==> src/rtl/bus_initiator.sv <==
// bus_initiator: single-outstanding initiator for the 16-bit address / 8-bit data target bus.
// Optional macro BUS_INITIATOR_RETRY_EN: re-issue a transaction once after its first timeout.
module bus_initiator #(
  parameter int unsigned TIMEOUT_CYCLES = 16,
  parameter bit          SPLIT_WRITE    = 1'b0
) (
  input  logic        clk,
  input  logic        rst_n,
  input  logic        req_valid,
  output logic        req_ready,
  input  logic [15:0] req_addr,
  input  logic [7:0]  req_wdata,
  input  logic        req_rw,
  output logic        rsp_valid,
  output logic [7:0]  rsp_rdata,
  output logic        rsp_err,
  output logic        busy,
  output logic [15:0] bus_addr_out,
  output logic        bus_addr_out_valid,
  output logic [7:0]  bus_data_out,
  output logic        bus_data_out_valid,
  output logic        bus_rw,
  input  logic [7:0]  bus_data_in,
  input  logic        bus_data_in_valid,
  input  logic        bus_ack,
  input  logic        bus_target_ready
);

  typedef enum logic [2:0] {
    S_IDLE = 3'd0,
    S_ADDR = 3'd1,
    S_DATA = 3'd2,
    S_WAIT = 3'd3,
    S_RESP = 3'd4
  } state_t;

  localparam logic [7:0] TIMEOUT_LAST = 8'(TIMEOUT_CYCLES - 1);

  state_t      state_q, state_d;
  logic [7:0]  cnt_q, cnt_d;
  logic [15:0] bus_addr_out_q, bus_addr_out_d;
  logic [7:0]  bus_data_out_q, bus_data_out_d;
  logic        bus_rw_q, bus_rw_d;
  logic        bus_addr_out_valid_q, bus_addr_out_valid_d;
  logic        bus_data_out_valid_q, bus_data_out_valid_d;
  logic        rsp_valid_q, rsp_valid_d;
  logic [7:0]  rsp_rdata_q, rsp_rdata_d;
  logic        rsp_err_q, rsp_err_d;

  logic accept;
  logic timeout;
  logic retry_allowed;
  logic finish;

  assign req_ready = rst_n && (state_q == S_IDLE) && bus_target_ready;
  assign accept    = req_valid && req_ready;
  assign timeout   = (state_q == S_WAIT) && !bus_ack && (cnt_q == TIMEOUT_LAST);

`ifdef BUS_INITIATOR_RETRY_EN
  logic retry_q, retry_d;

  // Set by the first timeout of a transaction; only a second timeout reports an error.
  always_comb begin
    retry_d = retry_q;
    if (state_q == S_IDLE) begin
      retry_d = 1'b0;
    end else if (timeout && !retry_q) begin
      retry_d = 1'b1;
    end
  end

  always_ff @(posedge clk or negedge rst_n) begin
    if (!rst_n) begin
      retry_q <= 1'b0;
    end else begin
      retry_q <= retry_d;
    end
  end

  assign retry_allowed = !retry_q;
`else
  assign retry_allowed = 1'b0;
`endif

  // State and registered outputs
  always_ff @(posedge clk or negedge rst_n) begin
    if (!rst_n) begin
      state_q              <= S_IDLE;
      cnt_q                <= '0;
      bus_addr_out_q       <= '0;
      bus_data_out_q       <= '0;
      bus_rw_q             <= 1'b0;
      bus_addr_out_valid_q <= 1'b0;
      bus_data_out_valid_q <= 1'b0;
      rsp_valid_q          <= 1'b0;
      rsp_rdata_q          <= '0;
      rsp_err_q            <= 1'b0;
    end else begin
      state_q              <= state_d;
      cnt_q                <= cnt_d;
      bus_addr_out_q       <= bus_addr_out_d;
      bus_data_out_q       <= bus_data_out_d;
      bus_rw_q             <= bus_rw_d;
      bus_addr_out_valid_q <= bus_addr_out_valid_d;
      bus_data_out_valid_q <= bus_data_out_valid_d;
      rsp_valid_q          <= rsp_valid_d;
      rsp_rdata_q          <= rsp_rdata_d;
      rsp_err_q            <= rsp_err_d;
    end
  end

  // Next-state logic; an ack in the final WAIT cycle takes priority over the timeout.
  always_comb begin
    state_d = state_q;
    unique case (state_q)
      S_IDLE: if (accept) state_d = S_ADDR;
      S_ADDR: state_d = (bus_rw_q && SPLIT_WRITE) ? S_DATA : S_WAIT;
      S_DATA: state_d = S_WAIT;
      S_WAIT: begin
        if (bus_ack) begin
          state_d = S_RESP;
        end else if (timeout) begin
          state_d = retry_allowed ? S_ADDR : S_RESP;
        end
      end
      S_RESP: state_d = S_IDLE;
      default: state_d = S_IDLE;
    endcase
  end

  // Output logic: every bus/response output is precomputed from the next state.
  always_comb begin
    bus_addr_out_d = bus_addr_out_q;
    bus_data_out_d = bus_data_out_q;
    bus_rw_d       = bus_rw_q;
    if (accept) begin
      bus_addr_out_d = req_addr;
      bus_data_out_d = req_wdata;
      bus_rw_d       = req_rw;
    end else if (state_d == S_IDLE) begin
      bus_addr_out_d = '0;
      bus_data_out_d = '0;
      bus_rw_d       = 1'b0;
    end

    cnt_d = cnt_q;
    if (state_q != S_WAIT) begin
      cnt_d = '0;
    end else if (!bus_ack) begin
      cnt_d = cnt_q + 8'd1;
    end

    bus_addr_out_valid_d = (state_d == S_ADDR);
    bus_data_out_valid_d = (state_d == S_DATA) ||
                           ((state_d == S_ADDR) && bus_rw_d && !SPLIT_WRITE);

    finish      = (state_q == S_WAIT) && (state_d == S_RESP);
    rsp_valid_d = (state_d == S_RESP);
    rsp_err_d   = finish && (!bus_ack || (!bus_rw_q && !bus_data_in_valid));
    rsp_rdata_d = (finish && bus_ack && !bus_rw_q && bus_data_in_valid) ? bus_data_in : 8'h00;
  end

  assign busy               = (state_q != S_IDLE);
  assign bus_addr_out       = bus_addr_out_q;
  assign bus_data_out       = bus_data_out_q;
  assign bus_rw             = bus_rw_q;
  assign bus_addr_out_valid = bus_addr_out_valid_q;
  assign bus_data_out_valid = bus_data_out_valid_q;
  assign rsp_valid          = rsp_valid_q;
  assign rsp_rdata          = rsp_rdata_q;
  assign rsp_err            = rsp_err_q;

endmodule

==> config.mk <==
export PLATFORM = sky130hd
export DESIGN_NAME = bus_initiator
export DESIGN_NICKNAME = d
export VERILOG_FILES = /design/src/rtl/bus_initiator.sv
export SDC_FILE = /design/constraint.sdc
export NUM_CORES = 1
export LEC_CHECK = 0
export ABC_AREA = 1
export BUFFER_PORTS_ARGS = -buffer_cell sky130_fd_sc_hd__buf_2
export CAP_MARGIN = 10
export CORE_UTILIZATION = 47
export DETAILED_ROUTE_END_ITERATION = 8
export PLACE_DENSITY = 0.82
export SLEW_MARGIN = 10
export SYNTH_ARGS = -nofsm -noshare
export SYNTH_HDL_FRONTEND = slang
export SYNTH_SLANG_ARGS = --single-unit
==> constraint.sdc <==
create_clock -name clk -period 1.4 [get_ports clk]
set_input_delay 0.28 -clock clk [delete_from_list [all_inputs] [get_ports clk]]
set_output_delay 0.28 -clock clk [all_outputs]
set_load 0.02 [all_outputs]
==> impl_results.md <==
* Diodes inserted at 0
* CTS Buf Count at 5
* Setup WS post-layout at -0.0872 ns
* Synth warnings at 0
* Routed WL at 4.20 mm
* RSZ-0062 raised after global routing: true
* CP startpoint kind: flip-flop
* All-Layer GR Usage at 0.200
* Post-synth top area cell: dfrtp_1
* Leak at 1.57 nW
* First-pass GRT wire length at 6.52 mm
* Total congestion overflow at 0
* Final Hold Slack at 0.0831 ns
* Post-DR wirelength/cell at 11.6 µm
* Die height at 66.2 µm
* Htree depth at 2
* Pre-antenna DRT Iters at 6
* # nets final at 352
* Most frequent cells after synthesis: nand2_1, dfrtp_1, nor2_1
* Period utilization at 1.06
* PD cells at 1560 nW/µm²
* Highest fanout seen on the critical path at 2
* Synthesized Nets at 258
* Peak supply drop at 769 µV
* Worst-Margin Slew at 0.571 ns
* Final setup violation count at 2
* CTS tree: built
* DR iter-0 viols at 164
* Gpl congestion at 0.818
* Predominant post-synthesis flop cell: dfrtp_1
* Worst setup EP type: primary output
* Worst EP arrival at 1.21 ns
* Status: complete, but fails checks
* Layout area overhead at 35.0%
* Area share of the largest cell type after synthesis at 0.621
* Initial antenna violation count at 0
* Routed Antenna Nets at 0
* Cts hold-fix bufs at 0
* Sink Count at 48
* Syn Area/Cell at 8.88 µm²
* Max-Cap Viols at 0
* Io pins at 78
* Yosys cell types at 21
* Pre-CTS setup slack at -0.126 ns
* Core area at 3800 µm²
* Reg-to-reg slack, setup at -0.01 ns
* Area contributors post-synth: dfrtp_1, nand2_1, nor2_1, inv_1, a21oi_1
* Dpl hpwl at 2.78 mm
* Final core utilization at 0.688
* Most numerous cell in the Yosys netlist: nand2_1
* DRC Markers at 0
* Initial Utilization at 0.510
* Required time worst endpoint at 1.12 ns
* Slew Limit Headroom at 0.619
* Synth async-reset ratio at 1.00
* Failing checks: negative setup slack
* Post-route insts no fill at 361
* Drt via density at 4.65
* WS Path Type: reg -> out
* Via count at 1677
* Root buffer cell: clkbuf_8
* Port bufs at 77
* EDFF count, synth at 0
* Worst Skew at 0.00719 ns
* Clock latency on the worst-skew pair at 0.30 ns
* Vias in the first global route at 1487
* Hold Path Class: in -> async
* Fmax at 672 MHz
* Full die area at 4380 µm²
* Reg clk slew, reported paths at 0.09 ns
* Post-layout total power at 4.07 mW
* Reg2reg path depth at 6
* Share of cells above drive strength 1 at 0.364
* Tmin final at 1.49 ns
* FILL cells at 307
* Final Hold Vio Count at 0
* DP Cell Count at 342
* Syn Std Cell Area at 1940 µm²
* Reg2reg end: rsp_err
* Gate Count Post-Synth at 218
* Pins over their slew limit at 0
* Core Rows at 22
* Synthesis-stage register bit count at 48
* Die width at 66.2 µm
* Seq/Total Area, Yosys at 0.621
* CTS max path bufs at 2
* Largest net degree at the start of global routing at 49
* FF-to-FF Start: state_q[0]
-- sequential cells by signal, indices dropped and copies added (netlist names) --
register	count
bus_addr_out_valid	1
bus_data_out_valid	1
state_q	3
bus_data_out	8
cnt_q	8
bus_rw	1
rsp_err	1
rsp_rdata	8
rsp_valid	1
bus_addr_out	16
-- where the power goes --
part           leakage [nW]  internal, mW  switching (mW)
sequential            0.658          1.60           0.132
combinational         0.866         0.558           0.920
clock                0.0434         0.400           0.455
total                  1.57          2.56            1.51
-- worst max-delay path by stage --
stage / from / endpoint / slack (ns) / depth (start not counted)
6_report: state_q[1] / req_ready / -0.09 / 4
5_1_grt: state_q[1] / req_ready / -0.13 / 4
4_1_cts: state_q[2] / state_q[0] / -0.14 / 3
3_5_place_dp: state_q[0] / state_q[0] / -0.13 / 4
3_3_place_gp: state_q[2] / state_q[0] / -0.06 / 3
2_1_floorplan: state_q[1] / bus_addr_out[5] / 0.11 / 8
-- repair_timing --
action,4_1_cts,5_1_grt
resized for setup,6,12
endpoints found under the hold margin,0,0
setup buffers,2,8
pin swaps,3,6
gates cloned,0,1
endpoints found under the setup margin,29,41
-- per-stage QoR --
step	instance area [µm²]	TNS (ns)
floorplan	1940	0
detailed placement	2370	-1.35
global route	2610	-0.784
CTS	2500	-1.94
finish	2610	-0.0961
global placement	2370	-0.109
-- layout make-up --
class / instances / area [µm²] / area share
Inverter: 19 / 76.3 / 0.0292
Clock buffer: 6 / 82.6 / 0.0316
Timing Repair Buffer: 90 / 499 / 0.191
Multi-Input combinational cell: 148 / 678 / 0.260
Sequential cell: 48 / 1200 / 0.460
Clock inverter: 2 / 15.0 / 0.00575
Tap cell: 48 / 60.1 / 0.0230
-- cells in the final DEF (no fill, tap or decap), drive strengths merged --
master	netlist	final
nand3	4	4
inv	18	18
dfrtp	48	48
a31oi	1	1
o21ai	3	3
nor3	1	1
clkinvlp	0	2
nand2	97	97
and3	1	1
clkbuf	1	6
nand4	4	4
ha	1	1
buf	3	90
nor2	30	31
a21oi	5	5
clkinv	1	1
-- per-layer routing --
layer  wire length, µm  up-vias  part of all wire  GRT usage
li1                  -      850                 -          -
met1              1850      751              0.44      0.256
met2              1990       72              0.47      0.329
met3               314        4             0.075     0.0655
met4                45        0             0.011     0.0479
met5                 0        -                 0          0
-- cells by family after synthesis --
family | share of synthesized area
DFF | 0.621
buffers and inverters | 0.0556
AOI/OAI and AO/OA | 0.0239
and+or+nand+nor | 0.293
adders and majority gates | 0.00646
-- worst max-delay path, cell delays in order, from the launching register on --
cell and delay [ns]:
dfrtp_1 0.43, nor2_4 0.16, nand2_4 0.08, nor2_4 0.12, buf_6 0.12
No activity file was read; power rests on OpenSTA's default activity.
